$ cat src/rtl/uart_pkg.sv
// Shared UART definitions: state encoding, data width and default bit period.
// Used by the transmitter and the future receiver.
package uart_pkg;

    localparam int unsigned UART_DATA_BITS    = 8;
    localparam int unsigned UART_CLKS_PER_BIT = 100;
    localparam int unsigned UART_BIT_IDX_W    = $clog2(UART_DATA_BITS);

    typedef enum logic [2:0] {
        StIdle   = 3'd0,
        StStart  = 3'd1,
        StData   = 3'd2,
        StParity = 3'd3,
        StStop   = 3'd4
    } uart_state_e;

endpackage

$ cat src/rtl/uart_baud_gen.sv
// Free-running bit-period divider with synchronous clear.
// tick is high for the one cycle in which the counter wraps back to zero.
module uart_baud_gen
    import uart_pkg::*;
#(
    parameter int unsigned CLKS_PER_BIT = UART_CLKS_PER_BIT
) (
    input  logic clk,
    input  logic rst_n,
    input  logic clr,
    output logic tick
);

    localparam int unsigned CntW = (CLKS_PER_BIT > 1) ? $clog2(CLKS_PER_BIT) : 1;
    localparam logic [CntW-1:0] CntMax = CntW'(CLKS_PER_BIT - 1);

    logic [CntW-1:0] cnt_q, cnt_d;

    // Next count: held at zero while cleared, otherwise 0..CntMax and wrap.
    always_comb begin
        cnt_d = cnt_q;
        if (clr) begin
            cnt_d = '0;
        end else if (cnt_q == CntMax) begin
            cnt_d = '0;
        end else begin
            cnt_d = cnt_q + CntW'(1);
        end
    end

    // Counter register.
    always_ff @(posedge clk or negedge rst_n) begin
        if (!rst_n) begin
            cnt_q <= '0;
        end else begin
            cnt_q <= cnt_d;
        end
    end

    assign tick = ~clr & (cnt_q == CntMax);

endmodule

$ cat src/rtl/uart_tx.sv
// 8N1 UART transmitter with a valid/ready byte interface, LSB first.
// Define UART_TX_PARITY_EN to insert an even-parity bit after D7 (8E1 framing).
// tx and ready are registered; busy is simply ready inverted.
module uart_tx
    import uart_pkg::*;
#(
    parameter int unsigned CLKS_PER_BIT = UART_CLKS_PER_BIT
) (
    input  logic                      clk,
    input  logic                      rst_n,
    input  logic [UART_DATA_BITS-1:0] data,
    input  logic                      valid,
    output logic                      ready,
    output logic                      tx,
    output logic                      busy
);

    localparam logic [UART_BIT_IDX_W-1:0] LastBit = UART_BIT_IDX_W'(UART_DATA_BITS - 1);

    uart_state_e                 state_q, state_d;
    logic [UART_DATA_BITS-1:0]   shift_q, shift_d;
    logic [UART_BIT_IDX_W-1:0]   bit_q, bit_d;
    logic                        tx_q, tx_d;
    logic                        ready_q, ready_d;
    logic                        tick;
`ifdef UART_TX_PARITY_EN
    logic                        parity_q, parity_d;
`endif

    // Baud counter is held at zero in IDLE so the start bit gets a full period.
    uart_baud_gen #(
        .CLKS_PER_BIT(CLKS_PER_BIT)
    ) u_baud_gen (
        .clk  (clk),
        .rst_n(rst_n),
        .clr  (state_q == StIdle),
        .tick (tick)
    );

    // Next state; tx_d is the line level for the state being entered so tx stays registered.
    always_comb begin
        state_d = state_q;
        shift_d = shift_q;
        bit_d   = bit_q;
        tx_d    = tx_q;
        ready_d = ready_q;
`ifdef UART_TX_PARITY_EN
        parity_d = parity_q;
`endif
        unique case (state_q)
            StIdle: begin
                if (valid && ready_q) begin
                    shift_d = data;
                    bit_d   = '0;
                    state_d = StStart;
                    tx_d    = 1'b0;
                    ready_d = 1'b0;
`ifdef UART_TX_PARITY_EN
                    parity_d = ^data;
`endif
                end
            end
            StStart: begin
                if (tick) begin
                    state_d = StData;
                    tx_d    = shift_q[0];
                end
            end
            StData: begin
                if (tick) begin
                    if (bit_q == LastBit) begin
`ifdef UART_TX_PARITY_EN
                        state_d = StParity;
                        tx_d    = parity_q;
`else
                        state_d = StStop;
                        tx_d    = 1'b1;
`endif
                    end else begin
                        shift_d = shift_q >> 1;
                        bit_d   = bit_q + UART_BIT_IDX_W'(1);
                        tx_d    = shift_q[1];
                    end
                end
            end
`ifdef UART_TX_PARITY_EN
            StParity: begin
                if (tick) begin
                    state_d = StStop;
                    tx_d    = 1'b1;
                end
            end
`endif
            StStop: begin
                if (tick) begin
                    state_d = StIdle;
                    tx_d    = 1'b1;
                    ready_d = 1'b1;
                end
            end
            default: begin
                state_d = StIdle;
                tx_d    = 1'b1;
                ready_d = 1'b1;
            end
        endcase
    end

    // State and output registers; reset drives the line idle-high at once.
    always_ff @(posedge clk or negedge rst_n) begin
        if (!rst_n) begin
            state_q <= StIdle;
            shift_q <= '0;
            bit_q   <= '0;
            tx_q    <= 1'b1;
            ready_q <= 1'b1;
        end else begin
            state_q <= state_d;
            shift_q <= shift_d;
            bit_q   <= bit_d;
            tx_q    <= tx_d;
            ready_q <= ready_d;
        end
    end

`ifdef UART_TX_PARITY_EN
    // Parity of the latched byte, computed once at the handshake.
    always_ff @(posedge clk or negedge rst_n) begin
        if (!rst_n) begin
            parity_q <= 1'b0;
        end else begin
            parity_q <= parity_d;
        end
    end
`endif

    assign tx    = tx_q;
    assign ready = ready_q;
    assign busy  = ~ready_q;

endmodule

$ cat config.mk
export PLATFORM = sky130hd
export DESIGN_NAME = uart_tx
export DESIGN_NICKNAME = d
export VERILOG_FILES = /design/src/rtl/uart_pkg.sv /design/src/rtl/uart_baud_gen.sv /design/src/rtl/uart_tx.sv
export SDC_FILE = /design/constraint.sdc
export NUM_CORES = 1
export LEC_CHECK = 0
export ABC_AREA = 1
export BUFFER_PORTS_ARGS = -buffer_cell sky130_fd_sc_hd__buf_4
export CAP_MARGIN = 10
export CORE_MARGIN = 1.5
export CORE_UTILIZATION = 36
export CTS_CLUSTER_DIAMETER = 150
export DETAILED_ROUTE_END_ITERATION = 8
export PLACE_DENSITY = 0.61
export SLEW_MARGIN = 20
export SYNTH_ARGS = -nofsm -noshare
export SYNTH_HDL_FRONTEND = slang
export SYNTH_SLANG_ARGS = --single-unit
export TNS_END_PERCENT = 30
$ cat constraint.sdc
create_clock -name clk -period 1.4 [get_ports clk]
set_input_delay 0.28 -clock clk [delete_from_list [all_inputs] [get_ports clk]]
set_output_delay 0.28 -clock clk [all_outputs]
set_load 0.01 [all_outputs]
# Word-level counts from Yosys, hierarchy flattened
# Cells that the tools add are included.
# totals
ff_bits,23
latchBits,0
ram_bits,0
rom_bits,0
in_bits,11
output_inout_bits,3
word_cells,54
memories,0
# op_classes
addsub,2
mul,0
n_div,0
n_lt_le_gt_ge,0
n_eq_ne,11
shift,0
n_mux,23
n_bitwise,4
n_reduce_logical,8
# op_table
op,count
3-bit two-way mux,8
8-bit two-way mux,3
8-bit one-hot mux with 2 select lines,1
7-bit two-way mux,2
"2-bit != test, second input constant",6
3-bit one-hot mux with 4 select lines,1
4-bit AND reduction,2
"7-bit by 1-bit adder with 7-bit output, second input constant",1
"7-bit equality test, second input constant",1
"3-bit equality test, second input constant",2
3-bit one-hot mux with 2 select lines,1
1-bit two-way mux,5
5-bit AND reduction,1
1-bit one-hot mux with 4 select lines,1
"3-bit by 1-bit adder with 3-bit output, second input constant",1
"3-bit by 1-bit equality test with 1-bit output, second input constant",1
"3-bit by 2-bit equality test with 1-bit output, second input constant",1
3-bit logical NOT,1
1-bit inverter,3
1-bit one-hot mux with 3 select lines,1
3-bit AND reduction,1
2-bit nonzero test,1
2-bit OR reduction,1
1-bit AND,1
1-bit logical AND,1

# Longest topological paths before layout
# Gate-level depths: netlist (run 1).
# depth
depth_word,5
mapped_depth,9
ltp_nobuf,9

# Cells and area by module
# Synthesis (run 1) repeated with hierarchy kept, for this count alone.
# unflattened
hier_cells,170
hier_area_um2,1267.5
# by_module_without_submodules
module,instances,cells_per_inst,area_each_um2,seq_area_each_um2
uart_tx,1,126,903.4,402.9
uart_baud_gen,1,44,364.1,175.2

# Worst setup path after synthesis (run 1)
# Ideal clock, no wire load.
# synth_path
kind,flip-flop to flip-flop
startpoint,reg bit_q[0]
endpoint,reg shift_q[6]
setup_time_ps,117
arrival_time_ps,1354
required_ps,1283
path_slack_ps,-71
path_stages_with_launch,9
n_path_buf,1
period_less_slack_ps,1471
cell_sequence,dfrtp_1 -> ha_1 -> ha_1 -> or2_4 -> nand2_4 -> nand2_4 -> buf_6 -> nand2_1 -> nand2_1
# synth_via
elab_chain_len,3
# synth_lines
element,line,rtl
start: declaration,uart_tx.sv:22,"logic [UART_BIT_IDX_W-1:0] bit_q, bit_d;"
start signal: assignment,uart_tx.sv:120,bit_q <= bit_d;
3-bit equality test,uart_tx.sv:71,if (bit_q == LastBit) begin
2-bit != test (no line),--,
4-bit AND reduction (no line),--,
end signal: assignment,uart_tx.sv:119,shift_q <= shift_d;
end: declaration,uart_tx.sv:21,"logic [UART_DATA_BITS-1:0] shift_q, shift_d;"
# Every way passes these cells.
# A chain may end at the register's enable or synchronous reset.

# Worst setup path after layout (run 1)
# layout_path
startpoint,reg bit_q[0]
endpoint,reg bit_q[2]
# layout_via
elab_chain_len,4
word_cells_on_any_way,7
classes_between,add/sub: 1; eq/ne: 2; mux: 3; reduce/logical: 1
# layout_lines
element,line,rtl
3-bit by 1-bit adder with 3-bit output,uart_tx.sv:81,bit_d = bit_q + UART_BIT_IDX_W'(1);
3-bit two-way mux,uart_tx.sv:71,
3-bit two-way mux,uart_tx.sv:70,if (tick) begin
3-bit one-hot mux with 2 select lines,uart_tx.sv:50,unique case (state_q)
# Several ways; a longest one is shown, not always the timed one. The select of a mux whose other input is x is not followed.

==> results.tsv, run 1 <==
metric	value	unit
CTS clk-pin slew, worst paths	0.12	ns
pre-CTS setup slack	-0.0978	ns
worst setup path end	bit_q[2]	
Reg2Reg Depth	7	
GRT overflow	0	
H-tree levels	1	
Final Max Slew Viols	0	
Post-Synth XOR/XNOR Area	1.45	%
Row Count	20	
P&R area growth vs syn	32.7	%
Max FO, Critical Path	7	
Hold Path Stages	3	
Die ar.	3710	µm²
Yosys cell types	26	
Die X	60.9	µm
Avg WL per Cell	10.3	µm
Die Ht	60.9	µm
Setup Skew	0.00203	ns
total track usage	14.4	%
Synth Cell Area	1210	µm²
CP Depth	7	
layout cell share with drive strength beyond 1	32.8	%
post-route ant nets	0	
Max Cap Viol	0	
vias in the first global route	964	
final critical-path share of the clock period	104	%
Simple-Gate Fraction of Synth Area	34.4	%
Seq/Total Area, Yosys	47.8	%
cell count after synthesis	156	
syn_nets	170	
slowest CP cell	dfrtp_1	
highest clock rate	686	MHz
path type of the worst setup path	reg -> reg	
RR Endpoint	bit_q[2]	
final core utilization	51.3	%
Reg-to-Reg Start	bit_q[0]	
minimum clock period	1.46	ns
critical path's top delay family	simple AND/OR/NAND/NOR gates	
violated checks	setup timing	
crit start category	flip-flop	
CP arrival	1.70	ns
n_diodes	0	
CP required	1.64	ns
Skew-Pair Late Insertion Delay	0.30	ns
synth warn	0	
post-synthesis mux area share	0	%
crit path capture type	flip-flop	
Setup Viol. Count Final	12	
worst path bufs/invs	1	
Detailed Place HPWL	1720	µm
main combinational cell family by area after synthesis	simple AND/OR/NAND/NOR gates	
Max VDD drop	0.000362	V
CTS tree	built	
Sink Count	23	
PwrDens	632	nW/µm²
largest net degree at the start of global routing	24	
clk buf depth	2	
Synth Area in Adders	3.11	%
Max-slew headroom	72.1	%
most common cell after layout, fill and taps aside	nand2_1	
DR pass1 iterations	4	
core region area	3130	µm²
CTS Buf Count	3	
worst min path class	in -> reg	
crit path launch	bit_q[0]	
R2R Setup Slk	-0.06	ns
# port buffers	13	
unrepaired setup endpoints after global routing	yes	
drt total wl	2410	µm
I/O pin count	14	
Starting Density	38.6	%
gp weighted congestion	0.764	
Worst-Margin Slew	0.417	ns
Root Buffer	clkbuf_4	
number of antenna violations at the first check in global routing	0	
min setup slack post-route	-0.0576	ns
most frequent cells in the layout	nand2_1, buf_4, dfrtp_1	
first-pass GRT wire length	4030	µm
vias	1067	
P_leak	0.829	nW
DRT iter0 DRCs	36	
drt drc	0	
#FFs+latches synth	23	
syn_area_per_cell	7.75	µm²
Synth Area in Compound Gates	7.25	%
final hold viol count	0	
CP max stage delay	0.40	ns
setup_tns	-0.369	ns
run status	finished with violations	
via/cell ratio	4.58	
nets@finish	204	
worst path cell trace	ha_2 > ha_2 > or2_4 > nand2_8 > nand2_8 > buf_4 > o21ai_2	
-- registers in the layout (all words and copies together), names as in the netlist --
name,count
ready,1
bit_q,3
state_q,3
u_baud_gen.cnt_q,7
tx,1
shift_q,8
-- synthesized netlist by cell type (all sizes together) --
cell type,instances,area share [%]
a211oi,1,0.62
or2,2,1.2
inv,14,4.3
o21ai,9,4.7
dfstp,2,4.3
nor3b,3,1.9
nand3,8,3.3
a21oi,4,2.0
nor2,12,3.9
clkbuf,1,0.31
nand2,71,23
nand4,1,0.52
xnor2,1,0.72
dfrtp,21,43
buf,2,1.3
ha,3,3.1
xor2,1,0.72
-- logic make-up (layout without fill, tap and decap cells) --
family / after synthesis / count (layout)
compound gates: 14 / 14
xor+xnor: 2 / 2
fa+ha+maj: 3 / 3
buf+inv: 17 / 49
flops: 23 / 23
simple gates: 97 / 98
-- metrics by stage --
| stage | instance area (µm²) | hold slack, ns | cells | power (W) |
|---|---|---|---|---|
| floorplan | 1210 | -0.0156 | 156 | 0.000686 |
| global placement | 1470 | 0.190 | 226 | 0.000720 |
| detailed placement | 1470 | 0.195 | 226 | 0.000721 |
| CTS | 1540 | 0.211 | 232 | 0.00104 |
| global route | 1600 | 0.235 | 233 | 0.00108 |
| finish | 1600 | 0.224 | 233 | 0.00101 |
-- worst min-delay path by stage --
| stage | from | slack (ns) | end |
|---|---|---|---|
| 2_1_floorplan | rst_n | -0.02 | bit_q[0] |
| 3_3_place_gp | rst_n | 0.19 | u_baud_gen.cnt_q[5] |
| 3_5_place_dp | rst_n | 0.19 | u_baud_gen.cnt_q[5] |
| 4_1_cts | data[7] | 0.21 | shift_q[7] |
| 5_1_grt | data[7] | 0.24 | shift_q[7] |
| 6_report | data[7] | 0.22 | shift_q[7] |
-- worst min-delay path, delay by kind of cell --
| family | cells | cell delay (ns) |
|---|---|---|
| buffers and inverters | 1 | 0.07 |
| AO/OA/AOI/OAI | 1 | 0.07 |
| AND/OR/NAND/NOR | 1 | 0.07 |
-- where the power goes --
part | switching (W) | total [W] | internal, W | leakage [nW]
clock | 0.000194 | 0.000305 | 0.000111 | 0.0150
sequential | 0 | 0.000665 | 0.000665 | 0.289
combinational | 0.0000207 | 0.0000445 | 0.0000238 | 0.525
total | 0.000215 | 0.00101 | 0.000799 | 0.829
-- what timing repair did --
action,CTS,global route
pin swaps,3,5
cloned,1,0
resized for setup,5,16
hold endpoints to repair,21,0
setup endpoints to repair,15,21
hold buffers,1,0
buffers inserted,0,1
-- cell type report --
cell class              count  area (µm²)
clock buffers               4        26.3
fillers                   303        1520
inverters                  14        55.1
multi-input cells         117         647
flip-flops and latches     23         578
well taps                  44        55.1
repair buffers             31         243
-- metal layers --
layer  wire (µm)  global-route usage (%)  vias to the layer above
met2        1170                    24.1                       18
met5           0                       0                        -
met1        1140                    19.0                      493
li1            -                       -                      554
met4          18                    4.66                        0
met3          75                    2.56                        2
No activity file was read; power rests on OpenSTA's default activity.
==> run 2, diff against run 1 <==
ABC_AREA = 0   (was 1)
==> run 2 against run 1 <==
The flow still finishes with violations (setup timing). Power increased by 30%. Utilization up 4.1 points. Synthesized cell count shrank 29%. Sequential cell count is the same. Area after synthesis unchanged. Largest cell class unchanged.
==> results.tsv, run 2 <==
metric	value	unit
CP Depth	7	
Max Cap Viol	0	
syn_area_per_cell	11.0	µm²
Largest Register	shift_q	
Die Ht	60.9	µm
Die X	60.9	µm
Yosys cell types	37	
Simple-Gate Fraction of Synth Area	16.5	%
worst min path class	in -> reg	
area share of the largest cell type after synthesis	43.5	%
post-synthesis mux area share	13.0	%
Die ar.	3710	µm²
Sink Count	23	
clk buf depth	2	
Max-slew headroom	80.3	%
Reg2Reg Depth	7	
Post-Synth XOR/XNOR Area	3.62	%
critical path's top delay family	flip-flops	
Row Count	20	
Layout fillers	271	
Synth area leaders	dfrtp_1, mux2_2, dfstp_2	
Worst-Margin Slew	0.296	ns
cell count after synthesis	110	
GRT overflow	0	
Root Buffer	clkbuf_4	
# port buffers	13	
CP required	1.62	ns
CP arrival	1.87	ns
CTS tree	built	
crit path capture type	flip-flop	
crit path launch	bit_q[1]	
P&R area growth vs syn	43.3	%
RR Endpoint	shift_q[0]	
CTS clk-pin slew, worst paths	0.13	ns
share of flip-flops with an asynchronous set or reset	100	%
layout cell share with drive strength beyond 1	52.3	%
DR pass1 iterations	4	
unrepaired setup endpoints after global routing	yes	
Skew-Pair Late Insertion Delay	0.32	ns
Seq/Total Area, Yosys	47.8	%
Max VDD drop	0.000372	V
n_diodes	0	
Max FO, Critical Path	5	
main combinational cell family by area after synthesis	simple AND/OR/NAND/NOR gates	
min setup slack post-route	-0.254	ns
most frequent cells in the layout	buf_4, dfrtp_1, nor2_1	
GR Layer Usage met1	22.1	%
Starting Density	38.6	%
DP Cell Count	191	
Reg-to-Reg Start	bit_q[1]	
P_leak	0.778	nW
most common cell after layout, fill and taps aside	buf_4	
final critical-path share of the clock period	118	%
R2R Setup Slk	-0.25	ns
minimum clock period	1.65	ns
path type of the worst setup path	reg -> reg	
via/cell ratio	4.87	
gp weighted congestion	0.914	
M2 GR Usage	29.3	%
max reg flops	8	
Setup Viol. Count Final	24	
DRT iter0 DRCs	35	
worst path cell trace	ha_2 > ha_4 > inv_4 > a41oi_4 > nor2_4 > buf_6 > mux2_4	
Top FF cell, synth	dfrtp_1	
grt met3 use	2.56	%
CTS Buf Count	3	
biggest regs	shift_q (8), u_baud_gen.cnt_q (7)	
synth warn	0	
vias	970	
nets@finish	170	
worst path bufs/invs	2	
drt total wl	2700	µm
post-route ant nets	0	
most frequent cell after synthesis	dfrtp_1	
syn_nets	124	
Synth Cell Area	1210	µm²
CP max stage delay	0.41	ns
drt drc	0	
Synth Area in Adders	3.11	%
Post-synth top cells	dfrtp_1, mux2_2, nor2_1, inv_1	
highest clock rate	605	MHz
final hold viol count	0	
run status	finished with violations	
H-tree levels	1	
number of antenna violations at the first check in global routing	0	
vias in the first global route	1022	
Avg WL per Cell	13.6	µm
worst setup path end	shift_q[0]	
core region area	3130	µm²
Final Non-Filler Cells	199	
crit start category	flip-flop	
slowest CP cell	dfrtp_1	
Detailed Place HPWL	1930	µm
Setup Skew	0.00147	ns
violated checks	setup timing	
first-pass GRT wire length	4660	µm
#FFs+latches synth	23	
Synth area leader	dfrtp_1	
Top Usage Layer GRT	met2	
total track usage	17.2	%
number of synthesized flops with an enable pin	0	
PwrDens	763	nW/µm²
Final Max Slew Viols	0	
largest net degree at the start of global routing	24	
final core utilization	55.4	%
Synth Area in Compound Gates	12.4	%
I/O pin count	14	
run 2: changes by cell type after synthesis, sizes merged, moves of 3 or more:
cell,previous run,this run
nand3,8,5
nand2,71,5
mux2,0,14
nor3b,3,0
o21ai,9,2
inv,14,7
run 2: worst min path at each step:
stage / cells after the start / end / from / slack [ns]
after CTS: 3 / shift_q[7] / data[7] / 0.24
final: 3 / shift_q[7] / data[7] / 0.24
after floorplan: 0 / bit_q[0] / rst_n / -0.02
after detailed placement: 1 / u_baud_gen.cnt_q[1] / rst_n / 0.20
after global placement: 1 / u_baud_gen.cnt_q[0] / rst_n / 0.19
after global routing: 3 / shift_q[7] / data[7] / 0.24
run 2: kinds of logic after synthesis:
logic type | Yosys count
simple gates | 36
flops | 23
compound gates | 18
mux | 14
buf+inv | 11
xor+xnor | 5
fa+ha+maj | 3
run 2: per-layer routing:
metal  routed length (µm)  up-vias
met5                    0        -
li1                     -      480
met1                 1250      472
met4                   46        0
met3                   55        5
met2                 1350       13
run 2: power breakdown:
part	total [W]	switching, W	internal, W
Combinational	0.000240	0.0000988	0.000142
Clock	0.000316	0.000209	0.000107
Sequential	0.000765	0.0000384	0.000726
run 2: repair_timing:
| action | in CTS | in global routing |
|---|---|---|
| endpoints found under the hold margin | 21 | 0 |
| pin swaps | 11 | 1 |
| setup buffers | 3 | 0 |
| resized for setup | 27 | 2 |
| setup endpoints to repair | 25 | 25 |
| hold buffers | 1 | 0 |
run 2: final cells by class:
| type | instances | area, µm² | area share, % |
|---|---|---|---|
| multi-input combinational | 76 | 668 | 38.6 |
| clock inverter | 1 | 5.00 | 0.289 |
| clock buffer | 3 | 22.5 | 1.30 |
| sequential | 23 | 578 | 33.4 |
| tap | 44 | 55.1 | 3.18 |
| timing repair buffer | 45 | 374 | 21.6 |
| inverter | 7 | 28.8 | 1.66 |
run 2: worst reg2reg max path, cell delays in order (launching register included):
cell	delay, ns
dfrtp_1	0.41
ha_2	0.20
ha_4	0.17
inv_4	0.06
a41oi_4	0.13
nor2_4	0.13
buf_6	0.15
mux2_4	0.31
run 2: stage by stage:
| stage | setup slack, ns | setup TNS [ns] | hold WS, ns | total power, W | instance area [µm²] |
|---|---|---|---|---|---|
| after global placement | -0.271 | -3.95 | 0.190 | 0.000987 | 1560 |
| after global routing | -0.322 | -4.99 | 0.241 | 0.00139 | 1730 |
| after floorplan | -0.257 | -2.24 | -0.0156 | 0.000883 | 1210 |
| final | -0.254 | -3.08 | 0.242 | 0.00132 | 1730 |
| after CTS | -0.249 | -3.11 | 0.235 | 0.00134 | 1720 |
| after detailed placement | -0.312 | -4.22 | 0.196 | 0.000996 | 1560 |
